<file path="src/rtl/demux_ctrl_pkg.sv">
// Shared types and constants for the demux sequencer.
//   demux_state_t : sequencer FSM state (IDLE, SEND)
//   DEST_OUT1/2   : encoding of the per-word destination bit
//   DEF_*         : default widths/depths used by the top-level parameters
package demux_ctrl_pkg;

  typedef enum logic {
    IDLE = 1'b0,
    SEND = 1'b1
  } demux_state_t;

  localparam logic DEST_OUT1 = 1'b0;
  localparam logic DEST_OUT2 = 1'b1;

  localparam int unsigned DEF_DATA_W     = 32;
  localparam int unsigned DEF_FIFO_DEPTH = 4;
  localparam int unsigned DEF_CNT_W      = 16;

endpackage : demux_ctrl_pkg

</file>
<file path="src/rtl/demux_ctrl_sync_fifo.sv">
// Single-clock FIFO buffering {dest, data} entries ahead of the sequencer.
// Ports:
//   clk, rst : rising-edge clock, synchronous active-high reset (flushes pointers)
//   push     : write wdata when not full
//   pop      : advance read pointer when not empty
//   wdata    : entry to write
//   rdata    : head entry (valid while !empty)
//   full     : no free entries
//   empty    : no stored entries
// Pointers carry one extra wrap bit so full and empty are distinguished by
// comparing that MSB; they wrap naturally at 2*DEPTH.
module sync_fifo #(
  parameter int unsigned WIDTH = 33,
  parameter int unsigned DEPTH = 4
) (
  input  logic             clk,
  input  logic             rst,
  input  logic             push,
  input  logic             pop,
  input  logic [WIDTH-1:0] wdata,
  output logic [WIDTH-1:0] rdata,
  output logic             full,
  output logic             empty
);

  localparam int unsigned AW = $clog2(DEPTH);
  localparam int unsigned PW = AW + 1;

  logic [PW-1:0]    wptr_q, wptr_d;
  logic [PW-1:0]    rptr_q, rptr_d;
  logic [WIDTH-1:0] mem_q [DEPTH];
  logic [WIDTH-1:0] mem_d [DEPTH];
  logic             push_ok;
  logic             pop_ok;

  // Status flags from the registered pointers
  assign empty   = (wptr_q == rptr_q);
  assign full    = (wptr_q[AW] != rptr_q[AW]) && (wptr_q[AW-1:0] == rptr_q[AW-1:0]);
  assign push_ok = push & ~full;
  assign pop_ok  = pop & ~empty;
  assign rdata   = mem_q[rptr_q[AW-1:0]];

  // Pointer and storage update
  always_comb begin
    wptr_d = wptr_q;
    rptr_d = rptr_q;
    mem_d  = mem_q;
    if (push_ok) begin
      mem_d[wptr_q[AW-1:0]] = wdata;
      wptr_d                = wptr_q + PW'(1);
    end
    if (pop_ok) begin
      rptr_d = rptr_q + PW'(1);
    end
  end

  // Pointer registers
  always_ff @(posedge clk) begin
    if (rst) begin
      wptr_q <= '0;
      rptr_q <= '0;
    end else begin
      wptr_q <= wptr_d;
      rptr_q <= rptr_d;
    end
  end

  // Storage needs no reset: entries are only read after being written
  always_ff @(posedge clk) begin
    mem_q <= mem_d;
  end

endmodule : sync_fifo

</file>
<file path="src/rtl/demux_ctrl.sv">
// Sequencer for the 1:2 data demux between the producer and two consumers.
// Ports:
//   clk, rst             : rising-edge clock, synchronous active-high reset
//   in_valid/in_ready    : producer handshake; in_ready = FIFO not full
//   in_data, in_dest     : word and destination (0 -> out1, 1 -> out2)
//   outN_valid/outN_ready: per-consumer handshake, N = 1, 2
//   outN_data            : per-consumer word, held when not selected
//   demux_sel            : destination of the word in flight
//   busy                 : FIFO not empty, or a word is in flight
//   cnt_out1/cnt_out2    : completed transfers per output, wrapping
module demux_ctrl
  import demux_ctrl_pkg::*;
#(
  parameter int unsigned DATA_W     = DEF_DATA_W,
  parameter int unsigned FIFO_DEPTH = DEF_FIFO_DEPTH,
  parameter int unsigned CNT_W      = DEF_CNT_W
) (
  input  logic              clk,
  input  logic              rst,
  input  logic              in_valid,
  output logic              in_ready,
  input  logic [DATA_W-1:0] in_data,
  input  logic              in_dest,
  output logic              out1_valid,
  input  logic              out1_ready,
  output logic [DATA_W-1:0] out1_data,
  output logic              out2_valid,
  input  logic              out2_ready,
  output logic [DATA_W-1:0] out2_data,
  output logic              demux_sel,
  output logic              busy,
  output logic [CNT_W-1:0]  cnt_out1,
  output logic [CNT_W-1:0]  cnt_out2
);

  localparam int unsigned EW = DATA_W + 1;

  demux_state_t      state_q, state_d;
  logic              out1_valid_q, out1_valid_d;
  logic              out2_valid_q, out2_valid_d;
  logic [DATA_W-1:0] out1_data_q, out1_data_d;
  logic [DATA_W-1:0] out2_data_q, out2_data_d;
  logic              demux_sel_q, demux_sel_d;
  logic [CNT_W-1:0]  cnt1_q, cnt1_d;
  logic [CNT_W-1:0]  cnt2_q, cnt2_d;

  logic              fifo_push;
  logic              fifo_pop;
  logic [EW-1:0]     fifo_wdata;
  logic [EW-1:0]     fifo_rdata;
  logic              fifo_full;
  logic              fifo_empty;
  logic              head_dest;
  logic [DATA_W-1:0] head_data;
  logic              sel_ready;
  logic              load_next;

  // Input buffer; push is accepted purely on the full flag
  assign fifo_push  = in_valid & ~fifo_full;
  assign fifo_wdata = {in_dest, in_data};

  sync_fifo #(
    .WIDTH (EW),
    .DEPTH (FIFO_DEPTH)
  ) u_fifo (
    .clk   (clk),
    .rst   (rst),
    .push  (fifo_push),
    .pop   (fifo_pop),
    .wdata (fifo_wdata),
    .rdata (fifo_rdata),
    .full  (fifo_full),
    .empty (fifo_empty)
  );

  assign head_dest = fifo_rdata[DATA_W];
  assign head_data = fifo_rdata[DATA_W-1:0];

  // Ready of the selected consumer; only consulted in SEND, where its valid is 1
  assign sel_ready = (demux_sel_q == DEST_OUT2) ? out2_ready : out1_ready;

  // Next-state, pop and output register logic
  always_comb begin
    state_d      = state_q;
    out1_valid_d = out1_valid_q;
    out2_valid_d = out2_valid_q;
    out1_data_d  = out1_data_q;
    out2_data_d  = out2_data_q;
    demux_sel_d  = demux_sel_q;
    cnt1_d       = cnt1_q;
    cnt2_d       = cnt2_q;
    fifo_pop     = 1'b0;
    load_next    = 1'b0;

    case (state_q)
      IDLE: begin
        if (!fifo_empty) begin
          load_next = 1'b1;
        end
      end
      SEND: begin
        if (sel_ready) begin
          if (demux_sel_q == DEST_OUT2) begin
            cnt2_d = cnt2_q + CNT_W'(1);
          end else begin
            cnt1_d = cnt1_q + CNT_W'(1);
          end
          if (!fifo_empty) begin
            load_next = 1'b1;
          end else begin
            out1_valid_d = 1'b0;
            out2_valid_d = 1'b0;
            state_d      = IDLE;
          end
        end
      end
    endcase

    // Pop the head and present it on its output; the other output keeps its data
    if (load_next) begin
      fifo_pop    = 1'b1;
      state_d     = SEND;
      demux_sel_d = head_dest;
      if (head_dest == DEST_OUT2) begin
        out2_data_d  = head_data;
        out2_valid_d = 1'b1;
        out1_valid_d = 1'b0;
      end else begin
        out1_data_d  = head_data;
        out1_valid_d = 1'b1;
        out2_valid_d = 1'b0;
      end
    end
  end

  // State and output registers
  always_ff @(posedge clk) begin
    if (rst) begin
      state_q      <= IDLE;
      out1_valid_q <= 1'b0;
      out2_valid_q <= 1'b0;
      out1_data_q  <= '0;
      out2_data_q  <= '0;
      demux_sel_q  <= DEST_OUT1;
      cnt1_q       <= '0;
      cnt2_q       <= '0;
    end else begin
      state_q      <= state_d;
      out1_valid_q <= out1_valid_d;
      out2_valid_q <= out2_valid_d;
      out1_data_q  <= out1_data_d;
      out2_data_q  <= out2_data_d;
      demux_sel_q  <= demux_sel_d;
      cnt1_q       <= cnt1_d;
      cnt2_q       <= cnt2_d;
    end
  end

  assign in_ready   = ~fifo_full;
  assign busy       = ~fifo_empty | (state_q == SEND);
  assign out1_valid = out1_valid_q;
  assign out2_valid = out2_valid_q;
  assign out1_data  = out1_data_q;
  assign out2_data  = out2_data_q;
  assign demux_sel  = demux_sel_q;
  assign cnt_out1   = cnt1_q;
  assign cnt_out2   = cnt2_q;

endmodule : demux_ctrl

</file>
<file path="config.mk">
export PLATFORM = sky130hd
export DESIGN_NAME = demux_ctrl
export DESIGN_NICKNAME = d
export VERILOG_FILES = /design/src/rtl/demux_ctrl_pkg.sv /design/src/rtl/demux_ctrl_sync_fifo.sv /design/src/rtl/demux_ctrl.sv
export SDC_FILE = /design/constraint.sdc
export NUM_CORES = 1
export LEC_CHECK = 0
export BUFFER_PORTS_ARGS = -buffer_cell sky130_fd_sc_hd__buf_2
export CORE_ASPECT_RATIO = 0.5
export CORE_UTILIZATION = 26
export CTS_CLUSTER_SIZE = 14
export DETAILED_ROUTE_END_ITERATION = 7
export HOLD_SLACK_MARGIN = 0.15
export MAX_ROUTING_LAYER = met4
export SKIP_CTS_REPAIR_TIMING = 1
export SLEW_MARGIN = 25
export SYNTH_ARGS = -nofsm -noshare
export SYNTH_HDL_FRONTEND = slang
export SYNTH_SLANG_ARGS = --single-unit
</file>
<file path="constraint.sdc">
create_clock -name clk -period 6.75 [get_ports clk]
set_clock_uncertainty 0.05 [all_clocks]
set_input_delay 1.0125 -clock clk [delete_from_list [all_inputs] [get_ports clk]]
set_output_delay 1.0125 -clock clk [all_outputs]
set_load 0.01 [all_outputs]
</file>
==> results of run 1 <==
[metal layers]
metal	vias to the layer above	part of all wire [%]	GRT usage [%]
met3	32	3.0	2.04
li1	2612	-	-
met1	2717	40	11.7
met2	60	55	20.1
met5	-	0	-
met4	0	2.2	3.06
[worst paths after layout]
check                                 from                          end  slack (ns)
max          u_fifo.rptr_q[1]$_SDFFE_PP0P_                         busy        3.39
min              out1_data[3]$_SDFFE_PP0P_    out1_data[3]$_SDFFE_PP0P_        0.43
max reg2reg  u_fifo.rptr_q[1]$_SDFFE_PP0P_  u_fifo.mem_q[128]$_DFFE_PP_        3.59
min reg2reg      out1_data[3]$_SDFFE_PP0P_    out1_data[3]$_SDFFE_PP0P_        0.43
[worst max-delay path, cell delays in order (launching register included)]
cell and delay (ns):
dfxtp_2 0.95, xnor2_1 0.31, and3_1 0.28, nand2b_1 0.07, buf_2 0.16
[synthesized netlist by cell type, types with 7 or more instances]
library cell / count
edfxtp_1: 132
dfxtp_1: 106
nand2b_1: 101
mux2i_1: 70
mux4_2: 33
nor2_1: 25
clkbuf_1: 22
a21oi_1: 16
xor2_1: 14
nand3_1: 13
buf_6: 9
nand4_1: 9
nand2_1: 8
o31ai_1: 8
or4_1: 8
ha_1: 7
xnor2_1: 7
[kinds of logic after synthesis]
group	count (synthesis)
multiplexers	104
XOR/XNOR	22
flip-flops	238
adder cells (fa/ha/maj)	7
buffers and inverters	42
AO/OA/AOI/OAI	35
AND/OR/NAND/NOR	192
[where the power goes]
part,switching (mW),internal [mW],total [mW]
registers,0.139,1.74,1.88
logic,0.530,0.471,1.00
clock network,0.554,0.661,1.21
[state kept, by name, indices dropped and copies added (netlist names)]
register / count
u_fifo.rptr_q: 3
cnt_out2: 16
out2_valid: 1
cnt_out1: 16
out1_valid: 1
demux_sel: 1
u_fifo.mem_q: 132
out1_data: 32
u_fifo.wptr_q: 3
out2_data: 32
state_q: 1
[final cells by class]
class / count / area (um2)
fill: 3467 / 23800
sequential: 238 / 6090
multi-input combinational: 360 / 3120
timing repair buffer: 140 / 708
clock buffer: 31 / 627
tap: 475 / 594
clock inverter: 11 / 82.6
inverter: 5 / 18.8
antenna: 2 / 5.00
[per-stage QoR]
stage | worst slack (ns) | utilization, %
3_3_place_gp | 3.59 | 30.0
5_1_grt | 3.21 | 32.1
3_5_place_dp | 3.49 | 30.0
4_1_cts | 3.28 | 32.0
6_report | 3.39 | 32.1
2_1_floorplan | 4.00 | -
==> reports/qor.txt, run 1 <==
count of placed standard cells in the final layout, fillers left out -> 1262
post-detailed-route via-to-cell ratio -> 4.30
Rel. slew slack -> 36.4%
Row Count -> 48
post-synthesis cell type count -> 41
Post-DP Area -> 10500 um2
post-synthesis xor/xnor area fraction -> 2.12%
detailed-route via count -> 5421
fraction of layout cells with a size suffix above 1 -> 27.5%
area growth from synthesis to layout -> 19.1%
maximum resistive drop on vdd -> 0.000178 V
total negative slack for setup checks -> 0 ns
most common cell after layout, fill and taps aside -> buf_2
y dimension of the die -> 137 um
minimum clock period after layout -> 3.36 ns
Final Power -> 4.10 mW
first-pass GRT wire length -> 30600 um
post-detailed-routing wire length -> 19800 um
status -> completed
nets@finish -> 814
setup repair after global routing missed its margin -> no
Pins Over Slew Limit -> 0
number of H-tree levels -> 1
Num CTS Buffers -> 24
data arrival time at the worst-slack endpoint -> 2.29 ns
CP Max Fanout -> 36
combinational family with the most area after synthesis -> multiplexers
cell area after synthesis -> 9440 um2
Num Clock Sinks -> 238
Mean Syn Cell Area -> 14.7 um2
share of synthesized area occupied by flip-flops and latches -> 64.5%
syn_nets -> 685
DIE AREA -> 37100 um2
GRT Util Overall -> 10.7%
boundary pin count -> 139
EDFF count, synth -> 132
clock latency reported for the late side of the worst-skew pair -> 0.53 ns
# DRC -> 0
transition time of the tightest slew-check pin -> 0.955 ns
antenna violations before repair -> 2
Port-buffer cells -> 138
worst r2r path cells -> 3
DP Wirelength -> 12900 um
number of failing hold endpoints at the final stage -> 0
Async SR Flop Fraction -> 0%
post-route clock period utilization -> 49.7%
maximum count of clock buffers along a single path -> 3
endpoint type of the worst setup path -> output port
biggest area consumer among synthesized cells -> edfxtp_1
Setup Viol. Count Final -> 0
multiplexer area fraction after synthesis -> 15.4%
residual overflow from global routing -> 0
worst hold margin -> 0.429 ns
post-route design area -> 11200 um2
critical path class -> reg2out
Post-Place Cells -> 1218
dominant cells by area after synthesis -> edfxtp_1 (42%), dfxtp_1 (22%), mux4_2 (7.9%)
Post-Synth Simple-Gate Area -> 12.1%
Initial Util -> 26.9%
pin count of the biggest net entering global routing -> 89
hold crit path type -> reg2reg
clock-pin transition on the worst setup and hold timing paths -> 0.06 ns
1st-pass router iterations -> 4
adder-cell area share of the yosys netlist -> 0.928%
total of max-cap violations -> 0
most frequent cells in the layout -> buf_2 (137), edfxtp_1 (132), dfxtp_1 (104)
via count of the first global-routing pass -> 5551
DIE WIDTH -> 271 um
Lkg Pwr -> 4.34 nW
standard cell core area -> 35100 um2
Yosys top cell area share -> 42.0%
crit start category -> flop
Power per Cell Area -> 364 nW/um2
Compound-Gate Fraction of Synth Area -> 2.39%
cells after synthesis -> 640
Wirelength per Cell -> 15.7 um
prevailing post-synth register cell -> edfxtp_1
achievable frequency -> 298 MHz
count of warnings emitted by yosys -> 0
Hold Path Depth -> 2
Detail Route Antenna Nets -> 0
count of routing violations after the opening detailed-route iteration -> 227
data required time of the critical path -> 5.69 ns
TritonCTS clock tree -> yes
root buf cell -> clkbuf_16
flop and latch count out of synthesis -> 238
gp weighted congestion -> 0.741
Power figures use the tool's default switching activity.
==> inputs of run 2 (changes only) <==
Clock period 6.75 ns to 2.9 ns, I/O delays scaled along.
==> reports/qor.txt, run 2 (same netlist as run 1, synthesis figures left out) <==
Setup Viol. Count Final -> 0 (unchanged)
total negative slack for setup checks -> 0 ns (unchanged)
max reg flops -> 132 (unchanged)
most common cell after layout, fill and taps aside -> buf_2
Port-buffer cells -> 138 (unchanged)
Bufs and invs on worst path -> 0 (-1)
ordered cell list for the critical path -> xnor2_1 > a31oi_1 > and2_2
achievable frequency -> 394 MHz
Detail Route Antenna Nets -> 0 (unchanged)
clock-pin transition on the worst setup and hold timing paths -> 0.06 ns (about the same)
Row Count -> 48 (unchanged)
detailed-route via count -> 5555 (+2.5%)
Rel. slew slack -> 35.0% (-1.4 points)
Worst path top cell family by delay -> simple AND/OR/NAND/NOR gates
Num Clock Sinks -> 238 (unchanged)
nets@finish -> 850 (+4.4%)
antenna violations before repair -> 0 (-2)
clock latency reported for the late side of the worst-skew pair -> 0.53 ns (about the same)
endpoint type of the worst setup path -> flop
via count of the first global-routing pass -> 5581 (+0.54%)
DIE AREA -> 37100 um2 (unchanged)
post-detailed-route via-to-cell ratio -> 4.28 (-0.37%)
number of H-tree levels -> 1 (unchanged)
Post-Place Cells -> 1221 (+0.25%)
met2 usage in global routing -> 20.0% (-0.16 points)
total of max-cap violations -> 0 (unchanged)
maximum resistive drop on vdd -> 0.000497 V (+180%)
data required time of the critical path -> 2.99 ns (-2.70 ns)
# DRC -> 0 (unchanged)
Final Util -> 33.4% (+1.4 points)
number of failing hold endpoints at the final stage -> 0 (unchanged)
hold crit path type -> in2reg
first-pass GRT wire length -> 30800 um (+0.54%)
DIE WIDTH -> 271 um (unchanged)
maximum count of clock buffers along a single path -> 3 (unchanged)
Pins Over Slew Limit -> 0 (unchanged)
cell at the slowest stage of the critical path -> and2_2
Num CTS Buffers -> 24 (unchanged)
area growth from synthesis to layout -> 24.2%
GRT Util Overall -> 10.8% (+0.099 points)
setup repair after global routing missed its margin -> no
most frequent cells in the layout -> buf_2 (137), edfxtp_1 (132), dfxtp_1 (104)
status -> completed
1st-pass router iterations -> 4 (unchanged)
Most flops, register -> u_fifo.mem_q
y dimension of the die -> 137 um (unchanged)
most crowded layer after global routing -> met2
post-route clock period utilization -> 87.4%
count of routing violations after the opening detailed-route iteration -> 220 (-3.1%)
post-detailed-routing wire length -> 20100 um (+1.6%)
minimum clock period after layout -> 2.54 ns
root buf cell -> clkbuf_16
pin count of the biggest net entering global routing -> 56 (-37%)
fraction of layout cells with a size suffix above 1 -> 27.2% (-0.30 points)
TritonCTS clock tree -> yes
Wirelength per Cell -> 15.5 um (-1.2%)
gp weighted congestion -> 0.754 (+1.8%)
critical path class -> reg2reg
met1 Track Usage GR -> 12.3% (+0.64 points)
met3 capacity usage during global routing -> 1.95% (-0.088 points)
Initial Util -> 26.9% (unchanged)
Lkg Pwr -> 4.57 nW (+5.3%)
Power per Cell Area -> 853 nW/um2 (+130%)
data arrival time at the worst-slack endpoint -> 2.63 ns (+0.34 ns)
boundary pin count -> 139 (unchanged)
DP Wirelength -> 12700 um (-1.4%)
residual overflow from global routing -> 0 (unchanged)
Final Power -> 10.0 mW (+140%)
Crit path largest cell delay -> 0.89 ns (-0.06 ns)
antenna diode instance count -> 0 (-2)
crit start category -> flop
count of placed standard cells in the final layout, fillers left out -> 1298 (+2.9%)
transition time of the tightest slew-check pin -> 0.975 ns (+0.0205 ns)
standard cell core area -> 35100 um2 (unchanged)
CP Max Fanout -> 33 (-8.3%)
==> run 2: changes by cell type in the layout (fill, tap and decap cells not counted), sizes merged <==
| cell | before | now |
|---|---|---|
| clkinv | 7 | 8 |
| bufinv | 0 | 3 |
| diode | 2 | 0 |
| buf | 140 | 143 |
| clkbuf | 31 | 32 |
| dlygate4sd3 | 0 | 33 |
| clkinvlp | 3 | 0 |
==> run 2: worst paths after layout <==
| check | from | slack, ns | end | cells after the start |
|---|---|---|---|---|
| worst max-delay path | u_fifo.wptr_q[1]$_SDFFE_PP0P_ | 0.36 | u_fifo.mem_q[92]$_DFFE_PP_ | 3 |
| worst min-delay path | out2_ready | 0.28 | cnt_out2[2]$_SDFFE_PP0P_ | 4 |
| worst max register to register | u_fifo.wptr_q[1]$_SDFFE_PP0P_ | 0.36 | u_fifo.mem_q[92]$_DFFE_PP_ | 3 |
| worst min register to register | out2_valid$_SDFFE_PP0P_ | 0.42 | out2_valid$_SDFFE_PP0P_ | 2 |
==> run 2: through the flow <==
| step | hold slack, ns | setup WS (ns) | cell area (um2) |
|---|---|---|---|
| after floorplan | 0.444 | 0.479 | 9440 |
| after global placement | 0.409 | 0.428 | 10600 |
| after detailed placement | 0.415 | 0.343 | 10600 |
| after CTS | 0.0336 | 0.327 | 11400 |
| after global routing | 0.319 | 0.187 | 11700 |
| final | 0.277 | 0.365 | 11700 |
==> run 2: cell type report <==
cell class | instances | area, um2
Clock buffer | 32 | 672
Clock inverter | 12 | 159
Fill cell | 3441 | 23300
Inverter | 5 | 18.8
Multi-Input combinational cell | 360 | 3120
Sequential cell | 238 | 6090
Tap cell | 475 | 594
Timing Repair Buffer | 176 | 1070
==> run 2: power breakdown <==
group / leakage, nW / switching [mW] / internal [mW] / total [mW]
Combinational: 2.09 / 1.33 / 1.13 / 2.46
Sequential: 2.08 / 0.245 / 4.05 / 4.30
Clock: 0.405 / 1.33 / 1.91 / 3.24
==> run 2: per-layer routing <==
| metal | share of wire [%] | vias to the layer above |
|---|---|---|
| li1 | - | 2685 |
| met1 | 42 | 2793 |
| met2 | 54 | 53 |
| met3 | 2.7 | 24 |
| met4 | 1.5 | 0 |
| met5 | 0 | - |
==> run 2: worst register-to-register path, stage by stage, from the launching register on <==
cell     delay (ns)
dfxtp_1        0.42
xnor2_1        0.20
a31oi_1        0.55
and2_2         0.89
==> inputs of run 3 (changes only) <==
Settings changed: ABC_AREA set to 1, CORE_UTILIZATION 26 to 51, PLACE_DENSITY set to 0.75.
==> reports/qor.txt, run 3 <==
Lkg Pwr -> 5.24 nW (+15%)
maximum resistive drop on vdd -> 0.000505 V (+1.8%)
total of max-cap violations -> 0 (unchanged)
max reg flops -> 132 (unchanged)
worst hold margin -> 0.162 ns (-0.115 ns)
root buf cell -> clkbuf_16
met3 capacity usage during global routing -> 3.42% (+1.5 points)
Worst R2R Start -> u_fifo.rptr_q[0]$_SDFFE_PP0P_
count of warnings emitted by yosys -> 0 (unchanged)
startpoint of the worst hold path -> in_valid
y dimension of the die -> 99.3 um (-27%)
least setup slack across all paths after layout -> 0.563 ns (+0.198 ns)
1st-pass router iterations -> 4 (unchanged)
minimum clock period after layout -> 2.34 ns (-0.198 ns)
crit start category -> flop
Mean Syn Cell Area -> 9.02 um2 (-39%)
fraction of layout cells with a size suffix above 1 -> 15.6% (-12 points)
status -> completed
data arrival time at the worst-slack endpoint -> 2.43 ns (-0.20 ns)
met1 Track Usage GR -> 32.9% (+21 points)
DP Wirelength -> 14100 um (+11%)
Port-buffer cells -> 138 (unchanged)
cell internal power dissipation -> 6.65 mW (-6.3%)
met2 usage in global routing -> 34.9% (+15 points)
GRT Util Overall -> 23.0% (+12 points)
hold crit path type -> in2reg
antenna diode instance count -> 0 (unchanged)
biggest area consumer among synthesized cells -> edfxtp_1
Reg2Reg Setup Slack -> 0.56 ns (+0.20 ns)
Wirelength per Cell -> 14.7 um (-5.1%)
register share of total power -> 40.6% (-2.4 points)
cells after synthesis -> 1071 (+67%)
first-pass GRT wire length -> 34300 um (+11%)
pin count of the biggest net entering global routing -> 70 (+25%)
EDFF count, synth -> 132 (unchanged)
DIE WIDTH -> 197 um (-28%)
cell types with the highest counts after synthesis -> nand2_1 (269), nor2_1 (204), edfxtp_1 (132)
post-detailed-route via-to-cell ratio -> 4.94 (+15%)
number of failing hold endpoints at the final stage -> 0 (unchanged)
Async SR Flop Fraction -> 0% (unchanged)
most crowded layer after global routing -> met2
via count of the first global-routing pass -> 6661 (+19%)
TritonCTS clock tree -> yes
Row Count -> 35 (-27%)
antenna violations before repair -> 0 (unchanged)
Num Clock Sinks -> 238 (unchanged)
data required time of the critical path -> 2.99 ns (about the same)
power share of the clock group -> 26.9% (-5.5 points)
setup slack at placement -> 0.610 ns (+0.267 ns)
Most flops, register -> u_fifo.mem_q
critical path class -> reg2reg
clock latency reported for the late side of the worst-skew pair -> 0.51 ns (-0.02 ns)
most frequent cells in the layout -> nand2_1 (269), nor2_1 (200), buf_2 (138)
Post-Place Cells -> 1433 (+17%)
post-detailed-routing wire length -> 22200 um (+10%)
setup repair after global routing missed its margin -> no
Detail Route Antenna Nets -> 0 (unchanged)
beginning of the critical path -> u_fifo.rptr_q[0]$_SDFFE_PP0P_
gp weighted congestion -> 0.915 (+21%)
flop and latch count out of synthesis -> 238 (unchanged)
post-synthesis cell type count -> 27 (-34%)
nets@finish -> 1276 (+50%)
DIE AREA -> 19500 um2 (-47%)
Yosys top cell area share -> 41.0% (-0.97 points)
maximum count of clock buffers along a single path -> 3 (unchanged)
# DRC -> 0 (unchanged)
area growth from synthesis to layout -> 20.4%
detailed-route via count -> 7443 (+34%)
Pins Over Slew Limit -> 0 (unchanged)
standard cell core area -> 18500 um2 (-47%)
residual overflow from global routing -> 0 (unchanged)
achievable frequency -> 428 MHz (+8.5%)
Rel. slew slack -> 57.8% (+23 points)
worst r2r dst -> u_fifo.mem_q[118]$_DFFE_PP_
part of the power in combinational logic -> 32.5% (+7.9 points)
switching power of the nets -> 3.78 mW (+30%)
boundary pin count -> 139 (unchanged)
CP Max Fanout -> 33 (unchanged)
Setup Viol. Count Final -> 0 (unchanged)
prevailing post-synth register cell -> edfxtp_1
number of H-tree levels -> 1 (unchanged)
endpoint of the worst hold path -> u_fifo.wptr_q[2]$_SDFFE_PP0P_
dominant cells by area after synthesis -> edfxtp_1 (41%), dfxtp_1 (22%), nand2_1 (10%)
share of synthesized area occupied by flip-flops and latches -> 63.0% (-1.5 points)
post-route clock period utilization -> 80.6% (-6.8 points)
Initial Util -> 52.3% (+25 points)
count of routing violations after the opening detailed-route iteration -> 596 (+170%)
Num CTS Buffers -> 22 (-8.3%)
fraction of power spent switching nets -> 36.2% (+7.2 points)
cell with the most instances after synthesis -> nand2_1
endpoint type of the worst setup path -> flop
Power per Cell Area -> 896 nW/um2 (+5.1%)
Hold Path Depth -> 3 (-1)
most common cell after layout, fill and taps aside -> nand2_1
clock-pin transition on the worst setup and hold timing paths -> 0.07 ns (about the same)
cell area after synthesis -> 9660 um2 (+2.4%)
syn_nets -> 1116 (+63%)
transition time of the tightest slew-check pin -> 0.633 ns (-0.342 ns)
worst r2r path cells -> 6 (+3)
count of placed standard cells in the final layout, fillers left out -> 1506 (+16%)
run 3: changes by cell type after synthesis, sizes merged, moves of 11 or more:
cell and delta:
buf +11, inv +120, mux2i -70, mux4 -33
nand2 +261, nand2b -102, nand3 +51, nor2 +180
o21ai +38, o22ai +13
run 3: how the worst max path moves through the flow:
stage / end / cells after the start / slack (ns)
after floorplan: u_fifo.mem_q[0]$_DFFE_PP_ / 8 / -0.0004
after global placement: u_fifo.mem_q[120]$_DFFE_PP_ / 6 / 0.69
after detailed placement: u_fifo.mem_q[82]$_DFFE_PP_ / 6 / 0.61
after CTS: u_fifo.mem_q[66]$_DFFE_PP_ / 6 / 0.61
after global routing: out1_data[13]$_SDFFE_PP0P_ / 9 / 0.39
final: u_fifo.mem_q[118]$_DFFE_PP_ / 6 / 0.56
run 3: final cells by class:
| cell class | instances | area, um2 |
|---|---|---|
| fillers | 1484 | 6850 |
| flip-flops and latches | 238 | 6090 |
| multi-input cells | 661 | 2900 |
| repair buffers | 183 | 1150 |
| clock buffers | 37 | 679 |
| inverters | 125 | 469 |
| well taps | 259 | 324 |
| clock inverters | 3 | 26.3 |
run 3: power by group through the flow:
| stage | logic [mW] | clock network [mW] | registers (mW) |
|---|---|---|---|
| after floorplan | 2.25 | 0 | 4.35 |
| after CTS | 3.34 | 2.85 | 4.23 |
| after global routing | 3.82 | 2.98 | 4.27 |
| after global placement | 3.20 | 0 | 4.28 |
| after detailed placement | 3.30 | 0 | 4.30 |
| final | 3.39 | 2.80 | 4.23 |
run 3: kinds of logic after synthesis:
logic type / after synthesis / synth area share, %
AOI/OAI and AO/OA: 86 / 4.70
and+or+nand+nor: 557 / 23.0
xor gates and xnor gates: 11 / 0.997
DFF: 238 / 63.0
buffers and inverters: 172 / 7.37
adders and majority gates: 7 / 0.907
run 3: through the flow:
stage / utilization (%) / area [um2] / setup TNS, ns / power, mW
finish: 62.9 / 11600 / 0 / 10.4
global route: 62.9 / 11600 / 0 / 11.1
CTS: 61.2 / 11300 / 0 / 10.4
detailed placement: 57.3 / 10600 / 0 / 7.60
global placement: 57.3 / 10600 / 0 / 7.48
floorplan: - / 9660 / -0.0477 / 6.61
run 3: metal layers:
| metal | wire length, um | vias to the layer above |
|---|---|---|
| li1 | - | 3725 |
| met1 | 10600 | 3456 |
| met2 | 9920 | 233 |
| met3 | 1310 | 29 |
| met4 | 335 | 0 |
| met5 | 0 | - |
run 3: critical path, stage by stage, from the launching register on:
cell     delay [ns]
dfxtp_2        0.63
xor2_1         0.19
nor2_1         0.10
nand2_1        0.12
nand2_1        0.27
nor2_2         0.16
buf_4          0.44
